**src/rtl/clk_param_meter.sv**
```systemverilog
// clk_param_meter: recovers start phase, high/low time and period of an async
// periodic input in clk cycles, and flags an input that stopped toggling.
// Ports: clk, rst (sync, active high), sig_in (async waveform);
//   phase_o/phase_valid_o  low+high prefix before first rise, sticky valid
//   ton_o/toff_o/period_o  last complete period, meas_valid_o one-cycle pulse
//   sat_o                  a published field hit 2^WIDTH-1
//   stuck_o/stuck_lvl_o    no transition for TIMEOUT samples, held level
//   nper_o                 completed periods since reset (wraps)
module clk_param_meter #(
  parameter int WIDTH   = 16,
  parameter int TIMEOUT = 1000
) (
  input  logic             clk,
  input  logic             rst,
  input  logic             sig_in,
  output logic [WIDTH-1:0] phase_o,
  output logic [WIDTH-1:0] ton_o,
  output logic [WIDTH-1:0] toff_o,
  output logic [WIDTH:0]   period_o,
  output logic             meas_valid_o,
  output logic             phase_valid_o,
  output logic             sat_o,
  output logic             stuck_o,
  output logic             stuck_lvl_o,
  output logic [15:0]      nper_o
);

  typedef enum logic [1:0] {
    WAIT_RISE,
    HIGH,
    LOW
  } state_e;

  localparam logic [WIDTH-1:0] MAXV = '1;
  localparam logic [WIDTH-1:0] TOUT = WIDTH'(TIMEOUT);
  localparam logic [WIDTH-1:0] ONE  = WIDTH'(1);

  function automatic logic [WIDTH-1:0] sat_inc(
    input logic [WIDTH-1:0] v
  );
    return (v == MAXV) ? v : v + ONE;
  endfunction

  state_e             state_q, state_d;
  logic               sync1_q, sync1_d;
  logic               sync2_q, sync2_d;
  logic               cur_q, cur_d;
  logic               prev_q, prev_d;
  logic [2:0]         warm_q, warm_d;
  logic [WIDTH-1:0]   ph_cnt_q, ph_cnt_d;
  logic [WIDTH-1:0]   ton_cnt_q, ton_cnt_d;
  logic [WIDTH-1:0]   ton_lat_q, ton_lat_d;
  logic [WIDTH-1:0]   toff_cnt_q, toff_cnt_d;
  logic [WIDTH-1:0]   idle_q, idle_d;
  logic [WIDTH-1:0]   phase_q, phase_d;
  logic               phase_vld_q, phase_vld_d;
  logic [WIDTH-1:0]   ton_q, ton_d;
  logic [WIDTH-1:0]   toff_q, toff_d;
  logic [WIDTH:0]     period_q, period_d;
  logic               meas_vld_q, meas_vld_d;
  logic               sat_q, sat_d;
  logic               stuck_q, stuck_d;
  logic               stuck_lvl_q, stuck_lvl_d;
  logic [15:0]        nper_q, nper_d;

  logic               rise;
  logic               fall;
  logic               act;
  logic [WIDTH-1:0]   idle_inc;

  // cur/prev hold samples x[n] and x[n-1]; the pipeline
  // resets to 1 so a high input at release is not a rise.
  assign rise     = cur_q & ~prev_q;
  assign fall     = ~cur_q & prev_q;
  // warm-up: ignore the reset-filled pipeline slots
  assign act      = warm_q[2];
  assign idle_inc = (idle_q == TOUT) ? idle_q : idle_q + ONE;

  always_comb begin
    state_d     = state_q;
    sync1_d     = sig_in;
    sync2_d     = sync1_q;
    cur_d       = sync2_q;
    prev_d      = cur_q;
    warm_d      = {warm_q[1:0], 1'b1};
    ph_cnt_d    = ph_cnt_q;
    ton_cnt_d   = ton_cnt_q;
    ton_lat_d   = ton_lat_q;
    toff_cnt_d  = toff_cnt_q;
    idle_d      = idle_q;
    phase_d     = phase_q;
    phase_vld_d = phase_vld_q;
    ton_d       = ton_q;
    toff_d      = toff_q;
    period_d    = period_q;
    meas_vld_d  = 1'b0;
    sat_d       = sat_q;
    stuck_d     = stuck_q;
    stuck_lvl_d = stuck_lvl_q;
    nper_d      = nper_q;

    if (act) begin
      // a transition always beats a coincident timeout
      if (rise || fall) begin
        idle_d      = '0;
        stuck_d     = 1'b0;
        stuck_lvl_d = 1'b0;
      end else begin
        idle_d = idle_inc;
        if (idle_inc == TOUT) begin
          stuck_d     = 1'b1;
          stuck_lvl_d = cur_q;
        end
      end

      unique case (state_q)
        WAIT_RISE: begin
          if (rise) begin
            phase_d     = ph_cnt_q;
            phase_vld_d = 1'b1;
            ton_cnt_d   = ONE;
            state_d     = HIGH;
          end else begin
            ph_cnt_d = sat_inc(ph_cnt_q);
          end
        end
        HIGH: begin
          if (fall) begin
            ton_lat_d  = ton_cnt_q;
            toff_cnt_d = ONE;
            state_d    = LOW;
          end else begin
            ton_cnt_d = sat_inc(ton_cnt_q);
          end
        end
        LOW: begin
          if (rise) begin
            ton_d      = ton_lat_q;
            toff_d     = toff_cnt_q;
            period_d   = {1'b0, ton_lat_q} + {1'b0, toff_cnt_q};
            sat_d      = (ton_lat_q == MAXV) || (toff_cnt_q == MAXV);
            meas_vld_d = 1'b1;
            nper_d     = nper_q + 16'd1;
            ton_cnt_d  = ONE;
            state_d    = HIGH;
          end else begin
            toff_cnt_d = sat_inc(toff_cnt_q);
          end
        end
        default: state_d = WAIT_RISE;
      endcase
    end
  end

  always_ff @(posedge clk) begin
    if (rst) begin
      state_q     <= WAIT_RISE;
      sync1_q     <= 1'b1;
      sync2_q     <= 1'b1;
      cur_q       <= 1'b1;
      prev_q      <= 1'b1;
      warm_q      <= '0;
      ph_cnt_q    <= '0;
      ton_cnt_q   <= '0;
      ton_lat_q   <= '0;
      toff_cnt_q  <= '0;
      idle_q      <= '0;
      phase_q     <= '0;
      phase_vld_q <= 1'b0;
      ton_q       <= '0;
      toff_q      <= '0;
      period_q    <= '0;
      meas_vld_q  <= 1'b0;
      sat_q       <= 1'b0;
      stuck_q     <= 1'b0;
      stuck_lvl_q <= 1'b0;
      nper_q      <= '0;
    end else begin
      state_q     <= state_d;
      sync1_q     <= sync1_d;
      sync2_q     <= sync2_d;
      cur_q       <= cur_d;
      prev_q      <= prev_d;
      warm_q      <= warm_d;
      ph_cnt_q    <= ph_cnt_d;
      ton_cnt_q   <= ton_cnt_d;
      ton_lat_q   <= ton_lat_d;
      toff_cnt_q  <= toff_cnt_d;
      idle_q      <= idle_d;
      phase_q     <= phase_d;
      phase_vld_q <= phase_vld_d;
      ton_q       <= ton_d;
      toff_q      <= toff_d;
      period_q    <= period_d;
      meas_vld_q  <= meas_vld_d;
      sat_q       <= sat_d;
      stuck_q     <= stuck_d;
      stuck_lvl_q <= stuck_lvl_d;
      nper_q      <= nper_d;
    end
  end

  assign phase_o       = phase_q;
  assign phase_valid_o = phase_vld_q;
  assign ton_o         = ton_q;
  assign toff_o        = toff_q;
  assign period_o      = period_q;
  assign meas_valid_o  = meas_vld_q;
  assign sat_o         = sat_q;
  assign stuck_o       = stuck_q;
  assign stuck_lvl_o   = stuck_lvl_q;
  assign nper_o        = nper_q;

endmodule

```
**config.mk**
```make
export PLATFORM = sky130hd
export DESIGN_NAME = clk_param_meter
export DESIGN_NICKNAME = d
export VERILOG_FILES = /design/src/rtl/clk_param_meter.sv
export SDC_FILE = /design/constraint.sdc
export NUM_CORES = 1
export LEC_CHECK = 0
export CAP_MARGIN = 25
export CORE_MARGIN = 1.5
export CORE_UTILIZATION = 40
export DETAILED_ROUTE_END_ITERATION = 7
export GPL_TIMING_DRIVEN = 0
export PLACE_DENSITY_LB_ADDON = 0.12
export SYNTH_ARGS = -nofsm -noshare
export SYNTH_HDL_FRONTEND = slang
export SYNTH_SLANG_ARGS = --single-unit
```
**constraint.sdc**
```tcl
create_clock -name clk -period 2.99 [get_ports clk]
set_input_delay 0.598 -clock clk [delete_from_list [all_inputs] [get_ports clk]]
set_output_delay 0.598 -clock clk [all_outputs]
set_load 0.03 [all_outputs]
```
# == Word level (Yosys, flattened, before mapping) ==
# Cells that the tools add are included.
# classes
addsub,6
eq_ne,14
muxes,19
n_bitwise,8
reduce_logical,16
# op_table
op,count
2-to-1 mux 16 bit,8
"adder 16 x 1 -> 16 bit, second input constant",5
"== test 16 bit, second input constant",4
case mux 16 bit (2 select lines),2
"== test 16 x 10 -> 1 bit, second input constant",2
adder 16 x 16 -> 17 bit,1
AND reduction 3 bit,4
"inequality test 2 bit, second input constant",5
AND reduction 5 bit,2
2-to-1 mux 1 bit,6
inverter 1 bit,6
nonzero test 2 bit,3
2-to-1 mux 2 bit,2
case mux 2 bit (2 select lines),1
AND reduction 4 bit,1
OR reduction 3 bit,1
bitwise AND 1 bit,2
"== test 2 x 1 -> 1 bit, second input constant",1
"== test 2 bit, second input constant",1
logical NOT 2 bit,1
logical OR 1 bit,2
"inequality test 2 x 1 -> 1 bit, second input constant",1
AND reduction 2 bit,1
OR reduction 2 bit,1
# word_totals
register_bits,175
word_cells,85

# == Longest topological paths before layout ==
# Gate-level depths: netlist of run 1.
# logic_depth
word_depth,5
depth_mapped,10
ltp_nobuf,10

# == Worst setup path after synthesis of run 1 ==
# OpenSTA, ideal clock, no wires.
# synth_timing
kind,reg-to-reg
startpoint,reg toff_cnt_q[0]
endpoint,"reg period_q[16], in the netlist period_o[16]"
t_arrival_ps,2141
required_ps,2858
slack_ps,718
path_stages_with_launch,11
n_path_buf,0
cell_sequence,dfxtp_1 -> ha_1 -> inv_1 -> fa_1 -> nor2b_1 -> o31a_1 -> o31a_1 -> o41ai_4 -> o21ai_1 -> a2111oi_2 -> nor4_1
# synth_via
elab_chain_cells,1
# synth_rtl
element,line_no,source
start: declaration,53,"logic [WIDTH-1:0] toff_cnt_q, toff_cnt_d;"
start signal: assignment,188,toff_cnt_q <= toff_cnt_d;
adder 16 x 16 -> 17 bit,140,"period_d = {1'b0, ton_lat_q} + {1'b0, toff_cnt_q};"
end signal: assignment,194,period_q <= period_d;
end: declaration,59,"logic [WIDTH:0] period_q, period_d;"
# Every way passes these cells.
# A chain may end at the register's enable or synchronous reset.

# == Final worst setup path of run 1 ==
# layout_timing
startpoint,reg toff_cnt_q[0]
endpoint,"reg period_q[8], in the netlist period_o[8]"
# Same word-level chain as after synthesis.

==> flow_summary_export.csv, run 1 <==
group,metric,value,unit
synth,syn_nets,1007,
grt,grt_pass1_vias,6319,
route,wl_per_cell,15.1,um
timing,slew_headroom,0.504,
placement,place_congestion,0.819,
critical_path,worstPathRequired,3.36,ns
timing,tightest_slew,0.739,ns
floorplanning,dieArea,0.0208,sq mm
grt,overflow,0,
placement,placed_area,0.00917,sq mm
power,power_leakage,3.38,nW
grt,antenna_found_initial,0,
power,power_density,486,mW/mm^2
critical_path,crit_fanout,6,
placement,portBuffers,88,
grt,globalRouteTotalUtil,0.204,
layout,mostFrequentLayoutCells,"202 x nand2_1, 175 x dfxtp_1, 103 x a21oi_1, 103 x nor2_1, 88 x clkdlybuf4s50_1",
synth,synth_edf_count,0,
route,post-route-drc-count,0,
synth,ys_async_sr_fraction,0,
synth,synth_cells,978,
critical_path,start_kind,"flop",
timing,hold_viol,0,
floorplanning,die_w,144,um
placement,dp_slack,-0.0125,ns
min_path,hold_path_class,"reg2reg",
clocking,clkSinkCount,175,
critical_path,cp-end-kind,"flop",
clocking,cts-root-buf,"clkbuf_16",
floorplanning,num_rows,51,
layout,final_cell_area,0.00977,sq mm
layout,final_util,0.502,
layout,num_antenna_cells,0,
layout,nets,1114,
clocking,clk_pin_slew_worst_paths,0.06,ns
clocking,cts_buffers,17,
status,status,"finished clean",
floorplanning,start_util,0.409,
grt,grt_pass1_wl,32800,um
layout,final_common_cell,"nand2_1",
layout,layoutNonFillerInstCount,1362,
floorplanning,dieHeight,144,um
timing,rsz0062_at_grt,"false",
floorplanning,core-area,0.0195,sq mm
critical_path,arrival,3.11,ns
clocking,htreeDepth,4,
route,drtIter0Drc,366,
critical_path,critPathKind,"reg2reg",
timing,setup-tns-final,0,ns
synth,syn_area_per_cell,8.14,sq um
job,max_cap_violations,0,
layout,drive_above_1_share,0.0510,
synth,ys_dominant_reg_cell,"dfxtp_1",
timing,slew_violations,0,
clocking,clock_latency,0.44,ns
layout,synthToLayoutAreaGrowth,22.8,%
layout,nFillCells,1936,
clocking,cts_tree,"yes",
timing,fmax,0.365,GHz
timing,fin_skew,0.00872,ns
route,drt-pass1-iter-count,6,
synth,yosysWarningCount,0,
clocking,clk_path_buf_depth,2,
power,ir_drop,0.371,mV
placement,hpwlAfterDp,15100,um
timing,min_period_over_period,0.915,
timing,hold_ws,0.407,ns
route,via_per_inst,5.07,
route,vias,6904,
route,wirelength,20600,um
grt,grt_max_degree,17,
synth,synth_cell_types,68,
placement,dp_cells,1331,
synth,synth_seq_cells,175,
floorplanning,pin_count,89,
synth,synth-seq-area-share,0.440,
synth,synthesis.area,0.00796,sq mm
route,ant_nets,0,
timing,finalSetupViolations,0,
clocking,hold_buffers,0,
timing,min_period,2.74,ns
timing,setup_ws,0.254,ns
power,power,4.75,mW
-- state kept, by name (all words and copies together), names as in the netlist, 2 cells and up --
name and cells:
warm_q 3, ton_lat_q 16, period_o 17, ton_o 16
phase_o 16, toff_o 16, nper_o 16, ton_cnt_q 16
toff_cnt_q 16, idle_q 16, ph_cnt_q 16, state_q 2
-- cells by family (layout without fill, tap and decap cells) --
logic type | count (synthesis) | in the layout | share of synthesized area
AO/OA/AOI/OAI | 178 | 178 | 0.134
XOR/XNOR | 58 | 58 | 0.0638
adder cells (fa/ha/maj) | 26 | 26 | 0.0418
buffers and inverters | 66 | 185 | 0.0332
flip-flops | 175 | 175 | 0.440
multiplexers | 7 | 7 | 0.00896
AND/OR/NAND/NOR | 468 | 468 | 0.278
-- metal layers --
layer / vias up / share of wire / GRT usage
li1: 3559 / - / -
met1: 3207 / 0.50 / 0.281
met2: 116 / 0.45 / 0.324
met3: 22 / 0.039 / 0.0387
met4: 0 / 0.014 / 0.0591
met5: - / 0 / 0
-- worst max-delay path, cell delays in order (launching register included) --
cell	delay [ns]
dfxtp_1	0.49
ha_1	0.27
inv_1	0.07
fa_1	0.38
nor2b_1	0.20
o31a_1	0.21
o21ai_0	0.12
a21oi_1	0.20
o21ai_0	0.14
a2111oi_1	0.43
a311o_1	0.17
-- layout make-up --
cell class | instances | area [sq um] | share of cell area
repair buffers | 88 | 881 | 0.0901
clock buffers | 19 | 443 | 0.0453
clock inverters | 12 | 159 | 0.0163
flip-flops and latches | 175 | 3500 | 0.358
inverters | 22 | 82.6 | 0.00845
well taps | 265 | 332 | 0.0339
multi-input cells | 737 | 4190 | 0.429
plain buffers | 44 | 181 | 0.0186
-- power by group --
part           switching [mW]  leakage (nW)  internal [mW]
Clock                   0.958         0.279           1.34
Combinational          0.0799          1.69         0.0288
Sequential            0.00630          1.41           2.34
-- cell usage after synthesis (3+ instances only) --
master    number  area (sq um)
mux2i_1        6          60.1
or3_1         10          62.6
buf_1          4          15.0
xor2_1        30           263
or2_2          4          25.0
clkbuf_1      37           139
nor3b_1        4          30.0
nor3_1        30           150
nor2_1       103           387
xnor2_1       28           245
a211oi_1       8          60.1
inv_1         22          82.6
ha_1          25           313
o21ai_0       29           145
dfxtp_1      175          3500
a21oi_1      103           515
and4_1         6          52.6
o21a_1         7          52.6
nand4_1       20           125
and2_1         4          25.0
nor4_1         5          31.3
and3_1        11          68.8
nor2b_1       11          68.8
nor4b_1        5          43.8
nand3_1       30           150
nand2_1      202           758
o31a_1         3          26.3
and4_4         3          33.8
a22oi_1        4          30.0
-- path summary, 6_finish.rpt --
check / start / end / slack (ns) / cells after the start
worst max-delay path: toff_cnt_q[0] / period_o[8] / 0.25 / 10
worst min-delay path: sync1_q / cur_d / 0.41 / 1
worst max register to register: toff_cnt_q[0] / period_o[8] / 0.25 / 10
worst min register to register: sync1_q / cur_d / 0.41 / 1
-- repair_timing --
item,in CTS,in global routing
gates resized for setup,0,1
setup endpoints to repair,0,1
endpoints found under the hold margin,0,0
setup buffers,0,0
(Power assumes the default switching activity.)
==> run 2: changes to the inputs <==
Settings changed: CORE_UTILIZATION 40 to 56.
==> run 2 against run 1 <==
Effect of this change: total power is 1.4% lower; first-iteration DRC count rose by 52%; combinational power about the same; critical path type unchanged; largest power group unchanged.
==> flow_summary_export.csv, run 2 (synthesized netlist as in run 1, its figures left out) <==
group,metric,value,unit
floorplanning,dieHeight,122,um
floorplanning,start_util,0.573,
critical_path,cp-startpoint,"toff_cnt_q[0]",
timing,slew_headroom,0.525,
timing,fmax,0.369,GHz
grt,globalRouteTotalUtil,0.271,
critical_path,ff2ff_setup_slack,0.28,ns
critical_path,cp-end-kind,"flop",
route,wl_per_cell,15.4,um
critical_path,endpoint,"period_o[8]",
critical_path,critPathKind,"reg2reg",
clocking,clk_path_buf_depth,2,
clocking,cts_buffers,17,
min_path,hold_depth,1,
layout,synthToLayoutAreaGrowth,21.3,%
critical_path,worstPathRequired,3.36,ns
route,via_per_inst,5.60,
timing,rsz0062_at_grt,"false",
placement,place_congestion,0.887,
grt,grt_pass1_wl,32000,um
timing,setup-tns-final,0,ns
min_path,hold_path_class,"reg2reg",
grt,grt_max_degree,17,
placement,placed_area,0.00906,sq mm
timing,finalSetupViolations,0,
clocking,post_cts_buffers,0,
job,max_cap_violations,0,
critical_path,crit_fanout,6,
clocking,cts-root-buf,"clkbuf_16",
placement,portBuffers,88,
layout,final_cell_area,0.00965,sq mm
power,power_density,485,mW/mm^2
critical_path,ff2ff_path_depth,10,
layout,num_antenna_cells,0,
grt,grt_pass1_vias,6404,
layout,largest_reg_flops,17,
clocking,cts-resized-gates,0,
timing,min_period,2.71,ns
clocking,hold_buffers,0,
power,power,4.68,mW
route,ant_nets,0,
floorplanning,dieArea,0.0149,sq mm
status,status,"finished clean",
route,post-route-drc-count,0,
critical_path,r2r-start,"toff_cnt_q[0]",
critical_path,start_kind,"flop",
timing,slew_violations,0,
clocking,cts_tree,"yes",
timing,fin_skew,0.0105,ns
timing,tightest_slew,0.709,ns
layout,nets,1114,
floorplanning,core-area,0.0139,sq mm
layout,mostFrequentLayoutCells,"202 x nand2_1, 175 x dfxtp_1, 103 x a21oi_1, 103 x nor2_1, 88 x clkdlybuf4s50_1",
power,ir_drop,0.514,mV
clocking,clkSinkCount,175,
placement,hpwlAfterDp,14100,um
floorplanning,pin_count,89,
clocking,clk_pin_slew_worst_paths,0.07,ns
layout,drive_above_1_share,0.0475,
clocking,htreeDepth,4,
critical_path,arrival,3.08,ns
clocking,clock_latency,0.43,ns
grt,overflow,0,
route,drt-pass1-iter-count,5,
timing,hold_viol,0,
floorplanning,num_rows,43,
route,wirelength,19600,um
route,drtIter0Drc,556,
route,vias,7145,
power,power_leakage,3.39,nW
layout,final_common_cell,"nand2_1",
floorplanning,die_w,122,um
layout,final_util,0.695,
timing,min_period_over_period,0.906,
critical_path,rr_endpoint,"period_o[8]",
grt,antenna_found_initial,0,
run 2: changes by cell type in the layout (fill, tap and decap cells not counted):
cell,previous run,this run
inv_6,3,0
clkbuf_8,1,3
clkinv_2,1,2
clkinvlp_4,5,0
a2111oi_0,0,1
clkinv_4,0,1
clkbuf_1,38,40
a2111oi_1,1,0
run 2: worst max-delay path, stage by stage (launching register included):
cell and delay (ns):
dfxtp_1 0.46, ha_1 0.25, inv_1 0.06, fa_1 0.38, nor2b_1 0.21, o31a_1 0.24
o21ai_0 0.13, a21oi_1 0.20, o21ai_0 0.13, a2111oi_0 0.43, a311o_1 0.17
run 2: cell type report:
cell class,instances,area [sq um]
Buffer,44,181
Clock buffer,23,478
Clock inverter,6,109
Fill cell,1169,4230
Inverter,22,82.6
Multi-Input combinational cell,737,4190
Sequential cell,175,3500
Tap cell,180,225
Timing Repair Buffer,88,881
run 2: report_power, final:
group | total, mW | internal [mW] | switching (mW) | leakage (nW)
sequential | 2.35 | 2.34 | 0.00607 | 1.41
clock | 2.23 | 1.37 | 0.860 | 0.289
combinational | 0.110 | 0.0289 | 0.0811 | 1.69
run 2: metal layers:
layer  vias to the layer above  global-route usage  part of all wire
met3                        30              0.0534             0.066
li1                       3566                   -                 -
met1                      3329               0.375              0.46
met4                         0              0.0799             0.014
met5                         -                   0                 0
met2                       220               0.431              0.46
run 2: through the flow:
stage               cells  hold slack [ns]  setup WS [ns]
floorplan             978            0.389          0.718
global placement     1246            0.391          0.105
detailed placement   1246            0.401          0.122
CTS                  1275            0.418          0.313
global route         1275            0.430         0.0790
finish               1275            0.418          0.282
run 2: worst min-delay path by stage:
stage	startpoint	end	slack [ns]
floorplan	sync1_q	cur_d	0.39
global placement	cur_d	cur_q	0.39
detailed placement	cur_d	cur_q	0.40
CTS	cur_d	cur_q	0.42
global route	cur_d	cur_q	0.43
finish	cur_d	cur_q	0.42
==> run 3: changes to the inputs <==
Settings changed: CTS_CLUSTER_SIZE set to 25, PLACE_DENSITY set to 0.79, PLACE_DENSITY_LB_ADDON 0.12 to not set.
==> run 3 against run 2 <==
Effect of this change: fmax rose by 0.18%; routed wire length rose by 1.0%; flip-flop and latch count did not move; sequential power about the same; critical path type unchanged; highest routed layer unchanged.
==> flow_summary_export.csv, run 3 (synthesized netlist as in run 1, its figures left out) <==
group,metric,value,unit
clocking,clock_latency,0.43,ns
timing,hold_viol,0,
timing,min_period,2.70,ns
clocking,clkSinkCount,175,
clocking,cts-resized-gates,0,
timing,slew_headroom,0.520,
grt,grt_pass1_vias,6644,
timing,fin_skew,0.00708,ns
min_path,hold_depth,1,
timing,min_period_over_period,0.904,
min_path,whs_endpoint,"cur_d",
layout,final_common_cell,"nand2_1",
placement,portBuffers,88,
floorplanning,core-area,0.0139,sq mm
critical_path,start_kind,"flop",
clocking,clk_path_buf_depth,2,
floorplanning,dieArea,0.0149,sq mm
critical_path,critPathKind,"reg2reg",
grt,antenna_found_initial,0,
grt,grt_pass1_wl,32300,um
layout,largest_reg_flops,17,
power,power,4.80,mW
clocking,post_cts_buffers,0,
timing,setup-tns-final,0,ns
clocking,cts-root-buf,"clkbuf_16",
status,status,"finished clean",
critical_path,ff2ff_setup_slack,0.29,ns
layout,num_antenna_cells,0,
placement,place_congestion,0.906,
clocking,clk_pin_slew_worst_paths,0.06,ns
layout,mostFrequentLayoutCells,"202 x nand2_1, 175 x dfxtp_1, 103 x a21oi_1, 103 x nor2_1, 88 x clkdlybuf4s50_1",
clocking,htreeDepth,4,
grt,grt_max_degree,17,
critical_path,arrival,3.07,ns
route,vias,7205,
floorplanning,die_w,122,um
timing,finalSetupViolations,0,
critical_path,worstPathRequired,3.36,ns
power,power_density,495,mW/mm^2
clocking,hold_buffers,0,
route,post-route-drc-count,0,
timing,tightest_slew,0.716,ns
min_path,min-delay-start,"sync1_q",
placement,dp_cells,1246,
timing,fmax,0.370,GHz
floorplanning,dieHeight,122,um
route,via_per_inst,5.64,
route,wirelength,19800,um
critical_path,r2r-start,"toff_cnt_q[0]",
layout,synthToLayoutAreaGrowth,21.9,%
timing,slew_violations,0,
route,drtIter0Drc,468,
floorplanning,num_rows,43,
clocking,cts_tree,"yes",
critical_path,crit_fanout,6,
route,wl_per_cell,15.5,um
layout,layoutNonFillerInstCount,1278,
grt,globalRouteTotalUtil,0.272,
layout,nets,1114,
layout,nFillCells,1137,
timing,rsz0062_at_grt,"false",
min_path,hold_path_class,"reg2reg",
power,ir_drop,0.516,mV
placement,hpwlAfterDp,14200,um
critical_path,rr_endpoint,"period_o[8]",
floorplanning,start_util,0.573,
clocking,cts_buffers,17,
power,power_leakage,3.40,nW
grt,overflow,0,
critical_path,cp-end-kind,"flop",
layout,drive_above_1_share,0.0528,
floorplanning,pin_count,89,
route,ant_nets,0,
route,drt-pass1-iter-count,5,
critical_path,ff2ff_path_depth,10,
job,max_cap_violations,0,
-- run 3: worst max-delay path, stage by stage (launching register included) --
cell       delay, ns
dfxtp_1         0.46
ha_1            0.24
inv_1           0.06
fa_1            0.38
nor2b_1         0.22
o31a_1          0.21
o21ai_0         0.13
a21oi_1         0.19
o21ai_0         0.11
a2111oi_0       0.46
a311o_1         0.18
-- run 3: final cells by class --
cell class	count	area, sq um	area share
Clock inverter	11	154	0.0159
Inverter	22	82.6	0.00851
Timing Repair Buffer	88	881	0.0908
Multi-Input combinational cell	737	4190	0.432
Sequential cell	175	3500	0.361
Buffer	44	181	0.0187
Clock buffer	21	480	0.0495
Tap cell	180	225	0.0232
-- run 3: through the flow --
stage	instance area, sq um	setup slack (ns)	utilization	hold slack, ns
6_report	9700	0.287	0.699	0.417
4_1_cts	9700	0.331	0.699	0.422
3_3_place_gp	9060	0.103	0.653	0.392
5_1_grt	9700	0.0474	0.699	0.449
2_1_floorplan	7960	0.718	-	0.389
3_5_place_dp	9060	0.0903	0.653	0.405
-- run 3: where the power goes --
group / switching (mW) / internal (mW)
Clock: 0.935 / 1.41
Combinational: 0.0799 / 0.0289
Sequential: 0.00661 / 2.34
-- run 3: metal layers --
layer / part of all wire / global-route usage / vias up / wire length [um]
met5: 0 / 0 / - / 0
met4: 0.020 / 0.0807 / 0 / 394
met3: 0.061 / 0.0604 / 31 / 1210
met2: 0.46 / 0.442 / 209 / 9080
met1: 0.46 / 0.364 / 3392 / 9110
li1: - / - / 3573 / -
-- run 3: worst max-delay path by stage --
stage,start,to,slack (ns)
after floorplan,toff_cnt_q[0],period_o[16],0.72
after global placement,rst,phase_valid_o,0.10
after detailed placement,rst,ph_cnt_q[6],0.09
after CTS,toff_cnt_q[0],period_o[8],0.33
after global routing,toff_cnt_q[0],period_o[8],0.05
final,toff_cnt_q[0],period_o[8],0.29
